$ cat src/rtl/multicycle_control.sv
// multicycle_control
//
// Sequencing controller for the multi-cycle RISC-V datapath. Each instruction
// walks through FETCH -> DECODE -> EXECUTE -> (MEM) -> (write-back). The
// instruction fetch and data accesses share one memory port. A transfer
// completes on a cycle where mem_req and mem_ready are both high.
// A counter records the number of retired instructions.
//
// Optional feature: MULTICYCLE_ILLEGAL_TRAP_EN
//   defined   : an unknown opcode in EXECUTE enters TRAP and sets illegal_insn.
//               The block then stays in TRAP until reset.
//   undefined : an unknown opcode is treated as a NOP that does not retire.
//
// Ports
//   clk, rst_n    : clock, synchronous active-low reset
//   opcode        : IR[6:0]
//   zero          : ALU zero flag (sampled in EXECUTE for branches)
//   mem_ready     : memory handshake completion
//   mem_req/mem_we/iord         : memory port control
//   ir_write/pc_write/pc_src    : IR and PC control
//   alu_src_a/alu_src_b/alu_op  : ALU operand and operation selects
//   reg_write/mem_to_reg        : register file write-back control
//   state         : current state (debug)
//   retired       : retired-instruction count (wraps)
//   illegal_insn  : sticky illegal-opcode flag
module multicycle_control #(
  parameter int RETIRE_W = 32
) (
  input  logic                clk,
  input  logic                rst_n,
  input  logic [6:0]          opcode,
  input  logic                zero,
  input  logic                mem_ready,
  output logic                mem_req,
  output logic                mem_we,
  output logic                iord,
  output logic                ir_write,
  output logic                pc_write,
  output logic                pc_src,
  output logic [1:0]          alu_src_a,
  output logic [1:0]          alu_src_b,
  output logic [1:0]          alu_op,
  output logic                reg_write,
  output logic                mem_to_reg,
  output logic [2:0]          state,
  output logic [RETIRE_W-1:0] retired,
  output logic                illegal_insn
);

  localparam logic [6:0] OP_R      = 7'b0110011;
  localparam logic [6:0] OP_I      = 7'b0010011;
  localparam logic [6:0] OP_LOAD   = 7'b0000011;
  localparam logic [6:0] OP_STORE  = 7'b0100011;
  localparam logic [6:0] OP_BRANCH = 7'b1100011;

  typedef enum logic [2:0] {
    S_FETCH   = 3'd0,
    S_DECODE  = 3'd1,
    S_EXECUTE = 3'd2,
    S_MEM     = 3'd3,
    S_WB_ALU  = 3'd4,
    S_WB_MEM  = 3'd5,
    S_TRAP    = 3'd6
  } state_t;

  state_t              state_reg, state_next;
  logic [RETIRE_W-1:0] retired_reg;
  logic                retire;

  always_ff @(posedge clk) begin
    if (!rst_n) begin
      state_reg   <= S_FETCH;
      retired_reg <= '0;
    end else begin
      state_reg <= state_next;
      if (retire)
        retired_reg <= retired_reg + {{(RETIRE_W-1){1'b0}}, 1'b1};
    end
  end

`ifdef MULTICYCLE_ILLEGAL_TRAP_EN
  logic illegal_reg;

  // Sticky flag. It is raised on the same edge that enters TRAP.
  always_ff @(posedge clk) begin
    if (!rst_n)
      illegal_reg <= 1'b0;
    else if (state_next == S_TRAP)
      illegal_reg <= 1'b1;
  end

  assign illegal_insn = illegal_reg;
`else
  assign illegal_insn = 1'b0;
`endif

  assign state   = state_reg;
  assign retired = retired_reg;

  always_comb begin
    state_next = state_reg;
    retire     = 1'b0;
    mem_req    = 1'b0;
    mem_we     = 1'b0;
    iord       = 1'b0;
    ir_write   = 1'b0;
    pc_write   = 1'b0;
    pc_src     = 1'b0;
    alu_src_a  = 2'd0;
    alu_src_b  = 2'd0;
    alu_op     = 2'b00;
    reg_write  = 1'b0;
    mem_to_reg = 1'b0;

    case (state_reg)
      S_FETCH: begin
        mem_req   = 1'b1;
        alu_src_b = 2'd1;
        if (mem_ready) begin
          ir_write   = 1'b1;
          pc_write   = 1'b1;
          state_next = S_DECODE;
        end
      end
      S_DECODE: begin
        // Branch target (old PC + imm) is computed into ALUOut here.
        alu_src_a  = 2'd2;
        alu_src_b  = 2'd2;
        state_next = S_EXECUTE;
      end
      S_EXECUTE: begin
        case (opcode)
          OP_R: begin
            alu_src_a  = 2'd1;
            alu_op     = 2'b10;
            state_next = S_WB_ALU;
          end
          OP_I: begin
            alu_src_a  = 2'd1;
            alu_src_b  = 2'd2;
            alu_op     = 2'b10;
            state_next = S_WB_ALU;
          end
          OP_LOAD, OP_STORE: begin
            alu_src_a  = 2'd1;
            alu_src_b  = 2'd2;
            state_next = S_MEM;
          end
          OP_BRANCH: begin
            alu_src_a  = 2'd1;
            alu_op     = 2'b01;
            pc_src     = 1'b1;
            pc_write   = zero;
            retire     = 1'b1;
            state_next = S_FETCH;
          end
          default: begin
`ifdef MULTICYCLE_ILLEGAL_TRAP_EN
            state_next = S_TRAP;
`else
            state_next = S_FETCH;
`endif
          end
        endcase
      end
      S_MEM: begin
        mem_req = 1'b1;
        iord    = 1'b1;
        mem_we  = (opcode == OP_STORE);
        if (mem_ready) begin
          if (opcode == OP_STORE) begin
            retire     = 1'b1;
            state_next = S_FETCH;
          end else begin
            state_next = S_WB_MEM;
          end
        end
      end
      S_WB_ALU: begin
        reg_write  = 1'b1;
        retire     = 1'b1;
        state_next = S_FETCH;
      end
      S_WB_MEM: begin
        reg_write  = 1'b1;
        mem_to_reg = 1'b1;
        retire     = 1'b1;
        state_next = S_FETCH;
      end
      S_TRAP: begin
        state_next = S_TRAP;
      end
      default: begin
        state_next = S_FETCH;
      end
    endcase

    // Reset silences every strobe immediately, without waiting for a clock edge.
    if (!rst_n) begin
      state_next = S_FETCH;
      retire     = 1'b0;
      mem_req    = 1'b0;
      mem_we     = 1'b0;
      iord       = 1'b0;
      ir_write   = 1'b0;
      pc_write   = 1'b0;
      pc_src     = 1'b0;
      alu_src_a  = 2'd0;
      alu_src_b  = 2'd0;
      alu_op     = 2'b00;
      reg_write  = 1'b0;
      mem_to_reg = 1'b0;
    end
  end

endmodule

$ cat config.mk
export PLATFORM = sky130hd
export DESIGN_NAME = multicycle_control
export DESIGN_NICKNAME = d
export VERILOG_FILES = /design/src/rtl/multicycle_control.sv
export SDC_FILE = /design/constraint.sdc
export NUM_CORES = 1
export LEC_CHECK = 0
export CORE_ASPECT_RATIO = 1.2
export CORE_UTILIZATION = 46
export DETAILED_ROUTE_END_ITERATION = 8
export PLACE_DENSITY = 0.87
export SLEW_MARGIN = 20
export SYNTH_ARGS = -nofsm -noshare
export SYNTH_HDL_FRONTEND = slang
export SYNTH_SLANG_ARGS = --single-unit
export TNS_END_PERCENT = 50
$ cat constraint.sdc
create_clock -name clk -period 2.7 [get_ports clk]
set_input_delay 0.675 -clock clk [delete_from_list [all_inputs] [get_ports clk]]
set_output_delay 0.675 -clock clk [all_outputs]
set_load 0.05 [all_outputs]
Yosys cells after proc, flatten, opt, wreduce, memory -nomap -nowiden
Cells that the tools add are included.
- flip-flop bits (word level): 35
- input bits: 11
- output and inout bits: 50
- word-level logic and storage cells: 61
- add/subtract/negate cells: 1
- eq/ne operators: 13
- muxes and demuxes: 37
- reduce and logical (&&, ||, !) cells: 8
- operators by type and width (kind ; count):
    $add A32 B1 Y32 const B ; 1
    $mux W1 ; 22
    $pmux W3 S5 ; 1
    $eq A7 B6 Y1 const B ; 2
    $mux W2 ; 5
    $eq A3 B3 Y1 const B ; 3
    $mux W3 ; 3
    $pmux W2 S2 ; 2
    $reduce_or A2 Y1 ; 4
    $eq A7 B2 Y1 const B ; 1
    $eq A7 B5 Y1 const B ; 1
    $eq A7 B7 Y1 const B ; 1
    $eq A3 B2 Y1 const B ; 2
    $pmux W2 S3 ; 1
    $pmux W3 S2 ; 1
    $reduce_or A5 Y1 ; 1
    $ne A2 B2 Y1 const B ; 2
    $eq A3 B1 Y1 const B ; 1
    $logic_not A3 Y1 ; 1
    $pmux W1 S3 ; 1
    $reduce_or A3 Y1 ; 1
    $pmux W1 S2 ; 1
    $reduce_and A2 Y1 ; 1

Depth between registers and ports, before layout
Gate-level depths: netlist of run 1.
- word-level depth: 5
- mapped depth: 7
- gate-level depth less buffers: 5

Worst setup path before layout of run 1
OpenSTA, ideal clock, no wires.
- path type: reg-to-output
- from: register state_reg[0] (netlist: state[0])
- to: output alu_src_b[1]
- data arrival time: 2.570 ns
- data required time: 2.025 ns
- slack: -0.545 ns
- stages on the path, launching flop included: 5
- buffers on the path: 1
- cells stage by stage: dfxtp_1 buf_4 inv_1 nor3_1 a41o_1
- word-level cells in the longest chain between the ends: 3
- elaborated cells on any way between the ends: 5
- classes of those cells: 2 x eq/ne; 2 x mux; 1 x reduce/logical
- RTL lines (what ; line ; source):
    start: declaration ; 66 ; state_t state_reg, state_next;
    start signal: assignment ; 75 ; state_reg <= state_next;
    $eq A3 B2 Y1 (tied with other cells) ; 115 ; case (state_reg)
    $pmux W2 S3 * ; 115 ;
    $mux W2 * ; 199 ; if (!rst_n) begin
    end: declaration ; 41 ; output logic [1:0] alu_src_b,
Mark *: on every way between the ends. The rest lies on a longest branch, timed or not.

Final worst setup path of run 1
- from: input opcode[6]
- to: output alu_op[0]
- word-level cells in the longest chain between the ends: 5
- elaborated cells on any way between the ends: 7
- classes of those cells: 3 x eq/ne; 3 x mux; 1 x reduce/logical
- RTL lines (what ; line ; source):
    start: declaration ; 31 ; input logic [6:0] opcode,
    $eq A7 B5 Y1 or $eq A7 B6 Y1 (tied branches) ; 132 ; case (opcode)
    $reduce_or A2 Y1 (no line) ; - ;
    $pmux W2 S2 * ; 132 ;
    $mux W2 * ; 115 ;
    $mux W2 * ; 199 ;
    end: declaration ; 42 ; output logic [1:0] alu_op,
Marked as above.

==> impl_metrics.tcl, run 1 <==
set metrics [dict create \
    cts_setup_buffers 0 \
    path_max_fanout 4 \
    clkPwrFrac_pct 45.8 \
    rsz0062_at_grt "no" \
    synth_edf_count 0 \
    grt_util_all_layers_pct 27.2 \
    maxSlewViolCount 0 \
    power.total_mw 1.25 \
    required_ns 2.03 \
    worst_slew_pin_slew_ns 0.519 \
    powerDensity_nw_per_um2 412 \
    synthArstFlopShare_pct 0 \
    clk_latency_ns 0.29 \
    nNetsFinal 317 \
    drtIter0Drc 165 \
    synthFlopType "dfxtp_1" \
    drtAntennaViolNets 0 \
    clkTransAtPathRegs_ns 0.08 \
    start_kind "primary input" \
    power_switching_share_pct 23.6 \
    combPwrFrac_pct 12.2 \
    fmax_ghz 0.402 \
    place_ws_ns -0.136 \
    port_buffers 59 \
    start_util_pct 47.8 \
    wl_per_cell_um 15.9 \
    ctsLongestPathBuffers 2 \
    final_cell_mix "clkdlybuf4s50_1 (37), dfxtp_1 (35), buf_4 (20), nor2_1 (19), a21oi_1 (18)" \
    antenna_found_initial 1 \
    power_switching_mw 0.294 \
    grt_pass1_wl_um 9020 \
    yosysSeqAreaShare_pct 37.5 \
    r2r_start "state[0]" \
    grt_max_degree 33 \
    cts-buffers-inserted 5 \
    cts_root_buf "clkbuf_8" \
    syn_to_final_growth_pct 62.0 \
    die_w_um 60.2 \
    cts_tree "done" \
    synth_cell_types 35 \
    slew_headroom_pct 65.3 \
    die-area_um2 4320 \
    r2r_slack_ns 0.51 \
    cts_sinks 35 \
    vias_per_cell 5.82 \
    post-route-min-period_ns 2.49 \
    intPower_mw 0.954 \
    hold_viol 0 \
    ctsHoldBuffers 0 \
    finClkSkew_ns 0.00906 \
    vdd_drop_max_uv 492 \
    cellLeakagePower_nw 1.13 \
    num_vias 2100 \
    largest_reg_flops 32 \
    yosys_warnings 0 \
    syn_area_per_cell_um2 8.13 \
    place_hpwl_um 3750 \
    outcome "complete, no violations" \
    setup_ws_ns 0.213 \
    ios 61 \
    crit_type "primary input to primary output" \
    drive_above_1_share_pct 19.3 \
    p_seq_share_pct 42.0 \
    synth_nets 242 \
    core_region_area_um2 3910 \
    syn-cell-area_um2 1870 \
    netlist_instances 230 \
    fill_cells 262 \
    worstPathArrival_ns 1.81 \
    end_kind "primary output" \
    maxCapViolCount 0 \
    gp_congestion 0.808 \
    first_pass_iters 5 \
    min_period_over_period_pct 92.1 \
    ys_ff_latch 35 \
    die_height_um 71.8 \
    final-setup-viol-count 0 \
    grt_pass1_vias 1988 \
    grt_overflow 0 \
    drt-total-wl_um 5750 \
    route.detailed.drc 0 \
    rows 25 \
    hold_class "register to register" \
    final_common_cell "clkdlybuf4s50_1" \
    htreeDepth 2 \
    startpoint "opcode[6]" \
    hp-start "retired[31]" \
]
==> power by group through the flow <==
stage	registers (mW)	logic, mW	clock network (mW)
2_1_floorplan	0.541	0.0649	0
3_3_place_gp	0.536	0.141	0
3_5_place_dp	0.536	0.144	0
4_1_cts	0.524	0.148	0.574
5_1_grt	0.525	0.159	0.603
6_report	0.524	0.152	0.572
==> path summary, 6_finish.rpt <==
| kind | end | cells past startpoint |
|---|---|---|
| min | retired[31] | 2 |
| min reg2reg | retired[31] | 2 |
| max reg2reg | retired[29] | 6 |
| max | alu_op[0] | 6 |
==> logic make-up (layout without fill, tap and decap cells) <==
kind of cell	after synthesis	after routing	share of synthesized area [%]
flops	35	35	37.5
fa+ha+maj	1	1	0.669
simple gates	97	97	28.2
buf+inv	20	96	4.55
compound gates	60	60	21.4
xor+xnor	16	16	7.50
other cells	1	2	0.201
==> layout make-up <==
cell class	count	area [µm²]	share of cell area (%)
Clock buffer	5	68.8	2.27
Multi-Input combinational cell	175	1160	38.5
Inverter	6	22.5	0.743
Tap cell	54	67.6	2.23
Clock inverter	3	67.6	2.23
Timing Repair Buffer	82	935	30.9
Antenna cell	1	2.50	0.0826
Sequential cell	35	701	23.1
==> routing by layer <==
layer,up-vias,track usage [%],share of wire (%)
met5,-,0,0
met4,0,13.7,3.5
met3,19,5.78,4.1
met2,73,46.2,54
met1,1018,31.3,38
li1,990,-,-
==> worst max-delay path, stage by stage <==
cell and delay, ns:
dlymetal6s2s_1 0.17, buf_6 0.16, nand3b_1 0.24, nor3_2 0.27, buf_4 0.17, buf_12 0.13
==> cells in the mapped netlist (2+ instances only) <==
| library cell | number | area (µm²) |
|---|---|---|
| xor2_1 | 15 | 131 |
| or3_1 | 12 | 75.1 |
| o211ai_1 | 7 | 52.6 |
| nor3_1 | 9 | 45.0 |
| and4_1 | 4 | 35.0 |
| a21oi_1 | 18 | 90.1 |
| dfxtp_1 | 35 | 701 |
| nor2_1 | 22 | 82.6 |
| buf_2 | 2 | 10.0 |
| o21ai_0 | 16 | 80.1 |
| nor3b_1 | 3 | 22.5 |
| inv_1 | 6 | 22.5 |
| o2111ai_1 | 9 | 78.8 |
| nand3_1 | 6 | 30.0 |
| and3_1 | 7 | 43.8 |
| or4_1 | 2 | 15.0 |
| nand4_1 | 5 | 31.3 |
| nand2_1 | 12 | 45.0 |
| o31ai_1 | 2 | 15.0 |
| o21a_1 | 3 | 22.5 |
| clkbuf_1 | 10 | 37.5 |
| nor2b_1 | 3 | 18.8 |
| buf_4 | 2 | 15.0 |
| nand3b_1 | 2 | 15.0 |
| nand2b_1 | 5 | 31.3 |
| and2_1 | 4 | 25.0 |
==> stage by stage <==
step / cell area (µm²) / hold WS (ns) / util, % / instances / setup TNS, ns
global route: 3030 / 0.534 / 77.5 / 361 / 0
finish: 3030 / 0.483 / 77.5 / 361 / 0
global placement: 2790 / 0.470 / 71.4 / 352 / -0.0736
floorplan: 1880 / 0.688 / - / 230 / -0.655
detailed placement: 2790 / 0.469 / 71.4 / 352 / -0.610
CTS: 2960 / 0.483 / 75.6 / 360 / -0.0288
==> what timing repair did <==
action                     4_1_cts  5_1_grt
resized for setup                4       20
cloned                           0        0
setup endpoints to repair        5        7
pin swaps                        1        7
Power figures use the tool's default switching activity.
==> inputs of run 2 (changes only) <==
--- a/config.mk
+++ b/config.mk
@@ -5,9 +5,10 @@
 export SDC_FILE = /design/constraint.sdc
 export NUM_CORES = 1
 export LEC_CHECK = 0
-export CORE_ASPECT_RATIO = 1.2
+export CORE_ASPECT_RATIO = 0.75
 export CORE_UTILIZATION = 46
 export DETAILED_ROUTE_END_ITERATION = 8
+export GPL_ROUTABILITY_DRIVEN = 0
 export PLACE_DENSITY = 0.87
 export SLEW_MARGIN = 20
 export SYNTH_ARGS = -nofsm -noshare
==> constraint.sdc (replaced) <==
create_clock -name clk -period 2.3 [get_ports clk]
set_input_delay 0.575 -clock clk [delete_from_list [all_inputs] [get_ports clk]]
set_output_delay 0.575 -clock clk [all_outputs]
set_load 0.05 [all_outputs]
==> impl_metrics.tcl, run 2 (synthesis gave the netlist of run 1 again) <==
set metrics [dict create \
    start_kind "primary input" \
    cts-buffers-inserted 5 \
    grt_overflow 0 \
    cts_tree "done" \
    crit_type "primary input to register" \
    die_w_um 75.6 \
    largest_reg_flops 32 \
    grt_pass1_vias 1998 \
    cp_common_cell "buf_4" \
    worst_slew_pin_slew_ns 0.538 \
    place_ws_ns -0.365 \
    ctsLongestPathBuffers 2 \
    grt_util_all_layers_pct 29.1 \
    r2r_start "state[0]" \
    ios 61 \
    grt_max_degree 33 \
    syn_to_final_growth_pct 67.2 \
    maxSlewViolCount 0 \
    slew_headroom_pct 64.1 \
    cpMaxStageDelayCell "a2111oi_4" \
    ctsHoldBuffers 0 \
    place_hpwl_um 3730 \
    nNetsFinal 330 \
    clk_latency_ns 0.30 \
    power.total_mw 1.28 \
    drtAntennaViolNets 0 \
    die-area_um2 4330 \
    r2r.worst_path.cells 7 \
    core_region_area_um2 3780 \
    critical_path_depth 8 \
    stdcell_count 371 \
    htreeDepth 2 \
    required_ns 2.53 \
    outcome "finished with violations" \
    post-route-min-period_ns 2.30 \
    startpoint "opcode[6]" \
    antenna_cells 0 \
    drt-total-wl_um 6460 \
    end_kind "register" \
    reg2reg_to "retired[27]" \
    drive_above_1_share_pct 27.0 \
    num_vias 2199 \
    fmax_ghz 0.434 \
    path_max_fanout 6 \
    hold_viol 0 \
    setup_ws_ns -0.00247 \
    route.detailed.drc 0 \
    die_height_um 57.2 \
    rows 19 \
    min_period_over_period_pct 100 \
    hold_class "register to register" \
    fill_cells 210 \
    finalSetupTns_ns -0.00247 \
    cellLeakagePower_nw 1.16 \
    hp-start "retired[1]" \
    cts_root_buf "clkbuf_8" \
    start_util_pct 49.5 \
    final_common_cell "clkdlybuf4s50_1" \
    path_cells "dlygate4sd2_1, nand3b_1, a2111oi_4, o2111ai_1, buf_4, buf_4, or3_1, a21oi_1" \
    worstPathArrival_ns 2.53 \
    clkTransAtPathRegs_ns 0.08 \
    finClkSkew_ns 0.00700 \
    vdd_drop_max_uv 359 \
    cts_sinks 35 \
    drtIter0Drc 180 \
    path_buf_inv 3 \
    port_buffers 59 \
    post-place-cells 354 \
    maxCapViolCount 0 \
    antenna_found_initial 0 \
    first_pass_iters 8 \
    holdWs_ns 0.509 \
    violations "setup timing" \
    vias_per_cell 5.93 \
    crit_path_max_incr_delay_ns 0.50 \
    path_delay_family "compound AO/OA/AOI/OAI gates" \
    powerDensity_nw_per_um2 410 \
    wl_per_cell_um 17.4 \
    r2r_slack_ns 0.20 \
    endpoint "retired[27]" \
    grt_pass1_wl_um 9430 \
    final-setup-viol-count 1 \
    final_cell_mix "clkdlybuf4s50_1 (35), dfxtp_1 (33), buf_4 (28), nor2_1 (18), a21oi_1 (17)" \
]
[run 2: routing by layer]
| metal | vias up | share of wire (%) | GRT usage, % |
|---|---|---|---|
| met4 | 0 | 3.5 | 14.3 |
| met2 | 136 | 49 | 46.3 |
| met5 | - | 0 | 0 |
| li1 | 1014 | - | - |
| met1 | 1027 | 40 | 36.3 |
| met3 | 22 | 7.5 | 7.77 |
[run 2: what timing repair did]
item,4_1_cts,5_1_grt
pin swaps,10,10
endpoints found under the setup margin,16,14
buffers inserted,1,8
resized for setup,24,16
[run 2: cell type report]
cell class                      instances  area (µm²)  share of cell area (%)
Multi-Input combinational cell        175        1220                    39.1
Timing Repair Buffer                   95        1020                    32.7
Sequential cell                        35         703                    22.5
Clock buffer                            5        68.8                    2.20
Tap cell                               52        65.1                    2.08
Inverter                                6        22.5                   0.721
Clock inverter                          3        20.0                   0.641
[run 2: power by group]
| part | internal, mW | total, mW | switching, mW |
|---|---|---|---|
| registers | 0.608 | 0.613 | 0.00500 |
| logic | 0.0915 | 0.206 | 0.114 |
| clock network | 0.211 | 0.461 | 0.250 |
| total | 0.911 | 1.28 | 0.370 |
[run 2: through the flow]
stage / area (µm²) / utilization [%]
finish: 3130 / 82.7
global route: 3130 / 82.7
CTS: 3040 / 80.5
detailed placement: 2890 / 76.4
global placement: 2890 / 76.4
floorplan: 1940 / -
[run 2: worst min path at each step]
stage | slack (ns) | depth (start not counted) | to
final | 0.51 | 2 | retired[1]
after global routing | 0.52 | 2 | retired[31]
after CTS | 0.50 | 2 | retired[31]
after detailed placement | 0.48 | 2 | retired[31]
after global placement | 0.48 | 2 | retired[31]
after floorplan | 0.69 | 2 | retired[1]
[run 2: worst reg2reg max path, stage by stage, from the launching register on]
cell and delay [ns]:
dfxtp_1 0.40, nand3b_1 0.15, a2111oi_4 0.50, o2111ai_1 0.18
buf_4 0.19, buf_4 0.15, or3_1 0.32, a21oi_1 0.14
